**src/rtl/sync_fifo_pkg.sv**
```systemverilog
// Shared constants for the FIFO read-side stream adapter: default payload width,
// the two supported FIFO read latencies and the output queue depth.
package sync_fifo_pkg;

    localparam int DATA_WIDTH_DEF = 32;

    localparam int LAT_FWFT = 0;
    localparam int LAT_STD  = 1;

    localparam int OUT_Q_DEPTH = 2;

    typedef logic [1:0] q_level_t;

    function automatic bit legal_latency(input int lat);
        return (lat == LAT_FWFT) || (lat == LAT_STD);
    endfunction

endpackage

```
**src/rtl/stream_out_queue.sv**
```systemverilog
// Two-entry register queue feeding the stream master; slot 0 is always the head,
// so the payload and valid outputs come straight from flops.
module stream_out_queue
    import sync_fifo_pkg::*;
#(
    parameter int DATA_WIDTH = DATA_WIDTH_DEF
) (
    input  logic                  clk_i,
    input  logic                  rst_i,
    input  logic                  flush_i,
    input  logic                  push_i,
    input  logic [DATA_WIDTH-1:0] push_data_i,
    input  logic                  pop_i,
    output logic                  valid_o,
    output logic [DATA_WIDTH-1:0] head_o,
    output q_level_t              level_o
);

    logic [DATA_WIDTH-1:0] slot_reg [OUT_Q_DEPTH];
    q_level_t              count_reg;
    q_level_t              count_next;
    q_level_t              wr_pos;
    logic                  valid_reg;

    // A push that coincides with a pop lands one slot lower, behind the shifted entries.
    assign wr_pos = count_reg - {1'b0, pop_i};

    always_comb begin
        count_next = count_reg;
        case ({push_i, pop_i})
            2'b10:   count_next = count_reg + 2'd1;
            2'b01:   count_next = count_reg - 2'd1;
            default: count_next = count_reg;
        endcase
    end

    always_ff @(posedge clk_i) begin
        if (rst_i || flush_i) begin
            count_reg <= '0;
            valid_reg <= 1'b0;
        end else begin
            count_reg <= count_next;
            valid_reg <= (count_next != '0);
        end
    end

    always_ff @(posedge clk_i) begin
        if (rst_i) begin
            for (int i = 0; i < OUT_Q_DEPTH; i++) begin
                slot_reg[i] <= '0;
            end
        end else if (!flush_i) begin
            for (int i = 0; i < OUT_Q_DEPTH - 1; i++) begin
                if (pop_i) begin
                    slot_reg[i] <= slot_reg[i+1];
                end
            end
            for (int i = 0; i < OUT_Q_DEPTH; i++) begin
                if (push_i && (wr_pos == q_level_t'(i))) begin
                    slot_reg[i] <= push_data_i;
                end
            end
        end
    end

    assign valid_o = valid_reg;
    assign head_o  = slot_reg[0];
    assign level_o = count_reg;

endmodule

```
**src/rtl/sync_fifo_stream_reader.sv**
```systemverilog
// Turns a synchronous FIFO read port into a valid/ready stream master. Reads are
// issued only when the output queue is guaranteed room for every word in flight.
module sync_fifo_stream_reader
    import sync_fifo_pkg::*;
#(
    parameter int DATA_WIDTH   = DATA_WIDTH_DEF,
    parameter int READ_LATENCY = LAT_STD
) (
    input  logic                  clk_i,
    input  logic                  rst_i,
    input  logic                  flush_i,
    input  logic                  fifo_empty_i,
    output logic                  fifo_read_o,
    input  logic [DATA_WIDTH-1:0] fifo_rd_data_i,
    output logic                  m_valid_o,
    input  logic                  m_ready_i,
    output logic [DATA_WIDTH-1:0] m_data_o,
    output logic [1:0]            level_o
);

    logic       pop;
    logic       push;
    logic       inflight;
    logic [2:0] committed;

    assign pop       = m_valid_o & m_ready_i;
    assign committed = {1'b0, level_o} + {2'b00, inflight};

    // A pop this cycle frees a slot, which keeps full throughput with a full queue.
    assign fifo_read_o = !fifo_empty_i && !flush_i && !rst_i
                         && ((committed < 3'(OUT_Q_DEPTH)) || pop);

    generate
        if (!legal_latency(READ_LATENCY)) begin : g_bad_latency
            $error("sync_fifo_stream_reader: READ_LATENCY must be 0 or 1");
        end

        if (READ_LATENCY == LAT_STD) begin : g_std
            logic inflight_reg;

            always_ff @(posedge clk_i) begin
                if (rst_i || flush_i) begin
                    inflight_reg <= 1'b0;
                end else begin
                    inflight_reg <= fifo_read_o;
                end
            end

            assign inflight = inflight_reg;
            assign push     = inflight_reg & ~flush_i;
        end else begin : g_fwft
            assign inflight = 1'b0;
            assign push     = fifo_read_o;
        end
    endgenerate

    stream_out_queue #(
        .DATA_WIDTH (DATA_WIDTH)
    ) u_out_queue (
        .clk_i       (clk_i),
        .rst_i       (rst_i),
        .flush_i     (flush_i),
        .push_i      (push),
        .push_data_i (fifo_rd_data_i),
        .pop_i       (pop),
        .valid_o     (m_valid_o),
        .head_o      (m_data_o),
        .level_o     (level_o)
    );

endmodule

```
**config.mk**
```make
export PLATFORM = sky130hd
export DESIGN_NAME = sync_fifo_stream_reader
export DESIGN_NICKNAME = d
export VERILOG_FILES = /design/src/rtl/sync_fifo_pkg.sv /design/src/rtl/stream_out_queue.sv /design/src/rtl/sync_fifo_stream_reader.sv
export SDC_FILE = /design/constraint.sdc
export NUM_CORES = 1
export LEC_CHECK = 0
export CORE_UTILIZATION = 30
export CTS_CLUSTER_DIAMETER = 50
export DETAILED_ROUTE_END_ITERATION = 8
export PLACE_DENSITY = 0.53
export SYNTH_ARGS = -nofsm -noshare
export SYNTH_HDL_FRONTEND = slang
export SYNTH_SLANG_ARGS = --single-unit
```
**constraint.sdc**
```tcl
create_clock -name clk_i -period 2.8 [get_ports clk_i]
set_input_delay 0.84 -clock clk_i [delete_from_list [all_inputs] [get_ports clk_i]]
set_output_delay 0.84 -clock clk_i [all_outputs]
set_load 0.1 [all_outputs]
```
==> results of run 1 <==
-- metal layers --
metal / share of wire / up-vias
li1: - / 1054
met1: 0.45 / 997
met2: 0.50 / 44
met3: 0.040 / 5
met4: 0.011 / 0
met5: 0 / -
-- critical path: stages --
cell	delay, ns
clkdlybuf4s50_1	0.47
nor4_4	0.35
buf_12	0.21
-- metrics by stage --
step	power [mW]	setup slack, ns	instances	area (µm²)	setup TNS [ns]
floorplan	1.50	-0.349	280	3570	-0.349
global placement	1.60	-0.0339	459	4130	-0.0339
detailed placement	1.60	-0.0390	459	4130	-0.0390
CTS	2.80	0.0347	475	4450	0
global route	2.87	0.0237	475	4450	0
finish	2.77	0.0877	475	4450	0
-- worst paths after layout --
check             slack [ns]                          to  depth (start not counted)                    from
setup / recovery        0.09                 fifo_read_o                          3                 flush_i
hold / removal          0.58         u_out_queue.valid_o                          1  u_out_queue.level_o[0]
setup reg to reg        0.92  u_out_queue.slot_reg[0][7]                          4      g_std.inflight_reg
hold reg to reg         0.58         u_out_queue.valid_o                          1  u_out_queue.level_o[0]
-- layout make-up --
| type | instances | area (µm²) | share of cell area |
|---|---|---|---|
| Inverter | 33 | 124 | 0.0278 |
| Clock buffer | 9 | 225 | 0.0506 |
| Sequential cell | 68 | 2000 | 0.451 |
| Multi-Input combinational cell | 126 | 1030 | 0.231 |
| Clock inverter | 7 | 91.3 | 0.0205 |
| Timing Repair Buffer | 89 | 798 | 0.179 |
| Tap cell | 143 | 179 | 0.0402 |
-- power groups by stage --
| stage | logic [mW] | registers (mW) | clock network [mW] |
|---|---|---|---|
| final | 0.399 | 1.17 | 1.19 |
| after CTS | 0.404 | 1.17 | 1.22 |
| after global routing | 0.419 | 1.18 | 1.27 |
| after global placement | 0.402 | 1.20 | 0 |
| after floorplan | 0.302 | 1.20 | 0 |
| after detailed placement | 0.403 | 1.20 | 0 |
-- cell usage after synthesis (all sizes together), types with 2 or more instances --
library cell,n,share of area
a21oi,3,0.0042
and2,33,0.058
buf,52,0.11
dfxtp,4,0.023
edfxtp,64,0.54
inv,33,0.035
mux2i,33,0.093
nand2,4,0.0042
nor2,2,0.0042
nor4,2,0.0035
o211ai,33,0.074
o22ai,3,0.0053
-- what timing repair did --
| item | CTS | global route |
|---|---|---|
| gates resized for setup | 0 | 1 |
| endpoints found under the setup margin | 1 | 1 |
| pin swaps | 1 | 1 |
-- logic make-up after synthesis --
logic type,count (synthesis)
buffers and inverters,86
AND/OR/NAND/NOR,49
flip-flops,68
AO/OA/AOI/OAI,43
multiplexers,33
XOR/XNOR,1
==> qor.csv, run 1 <==
stage;metric;value;unit
yosys;FF+latch count, synth;68;
pwr;Comb pwr share;0.144;
final_layout;area delta synth->final;25.9;%
setup_path;largest fanout on the critical path;2;
yosys;largest family of logic cells by synthesized area;buffers and inverters;
global_route;global-route wire length before repair;11200;µm
yosys;Synth Net Count;317;
worst_hold_path;Hold/Removal Path Class;register to register;
route;total length of routed wires;6770;µm
sta;RSZ-0062 raised after global routing;no;
clock_network;root buffer cell;clkbuf_16;
pwr;Seq pwr share;0.425;
sta;Slew Viols, Final;0;
floorplan;Die X;111;µm
sta;skew final;0.00304;ns
global_route;total track usage;0.119;
setup_path;Crit. End Element;output pin;
pwr;Clock Power Share;0.431;
global_route;number of global-route vias before repair;2149;
floorplan;FP Rows;39;
route;WL per Instance;14.3;µm
global_route;largest net degree at the start of global routing;39;
sta;Final min period;2.71;ns
global_route;GR Overflow Total;0;
floorplan;Die H;111;µm
setup_path;kind of critical path;primary input to output pin;
global_route;met1 Usage GRT;0.144;
clock_network;clock tree buffer depth;2;
floorplan;initial core utilization;0.308;
yosys;mux contribution to synthesized area;0.0935;
yosys;Yosys cell types;31;
placed_design;PortBufs;72;
pwr;switching share of power;0.259;
global_route;initial antenna violation count;0;
yosys;area fraction in compound gates after synthesis;0.0945;
route;via count;2100;
sta;Period Utilization, post-route;0.969;
yosys;cells after synthesis;280;
route;TritonRoute pass-1 iters;4;
global_route;met2 GRT Util;0.201;
final_layout;most frequent cells in the layout;64 x edfxtp_1, 50 x buf_4, 35 x clkdlybuf4s50_1;
yosys;Post-Synth Simple-Gate Area;0.0885;
yosys;Seq/Total Area, Yosys;0.566;
clock_network;CTS clk-pin slew, worst paths;0.06;ns
clock_network;postcts setup bufs;0;
sta;Max Clock Freq;0.369;GHz
placed_design;placer congestion estimate;0.690;
pwr;LEAKAGE;1.96;nW
pwr;PwrDens;622;nW/µm²
yosys;synth warn;0;
clock_network;CTS tree;built;
final_layout;nets;364;
sta;Final Setup Violations;0;
floorplan;total core area;11500;µm²
setup_path;required time worst endpoint;1.96;ns
sta;worst-margin pin slew;0.524;ns
clock_network;total CTS buffers;9;
placed_design;dpl hpwl;4520;µm
sta;max_slew headroom;0.650;
route;post-route ant nets;0;
final_layout;layout cells sized above 1;0.241;
clock_network;# H-tree levels;3;
floorplan;Ports;73;
final_layout;number of flip-flops in the largest register;64;
run;max_cap viols;0;
final_layout;Final Core Density;0.388;
global_route;GRT Max-Usage Layer;met2;
yosys;prevailing post-synth register cell;edfxtp_1;
setup_path;crit path launch type;primary input;
yosys;Synth Area per Inst;12.6;µm²
clock_network;CTS Hold Buffers Added;0;
pwr;Internal;2.05;mW
yosys;Post-Synth XOR/XNOR Area;0.00637;
yosys;Async S/R FF share, synth;0;
final_layout;Antenna Cells;0;
sta;Hold WS;0.585;ns
clock_network;worst skew pair latency;0.32;ns
route;DR iter-0 viols;53;
yosys;EDFF count, synth;64;
yosys;Adder-Cell Fraction of Synth Area;0;
outcome;status;complete, no violations;
yosys;synthesized cell area;3530;µm²
global_route;met3 Usage GRT;0.0373;
clock_network;clk sinks;68;
final_layout;Layout fillers;1124;
setup_path;Worst EP arrival;1.87;ns
floorplan;Die ar.;12200;µm²
route;# DRC;0;
sta;Hold Vio Cnt, Final;0;
pwr;peak supply drop;0.000273;V
route;Avg Vias per Cell;4.42;
pwr;P_sw;715;µW
final_layout;commonest non-fill, non-tap cell in the layout;edfxtp_1;
Power figures use the tool's default switching activity.
==> inputs of run 2 (changes only) <==
Settings changed: HOLD_SLACK_MARGIN set to 0.1.
==> results of run 2 <==
Final layout, timing and power as in run 1 (identical DEF).
==> inputs of run 3 (changes only) <==
Settings changed: HOLD_SLACK_MARGIN 0.1 to 0.12.
==> results of run 3 <==
Final layout, timing and power as in run 1 (identical DEF).
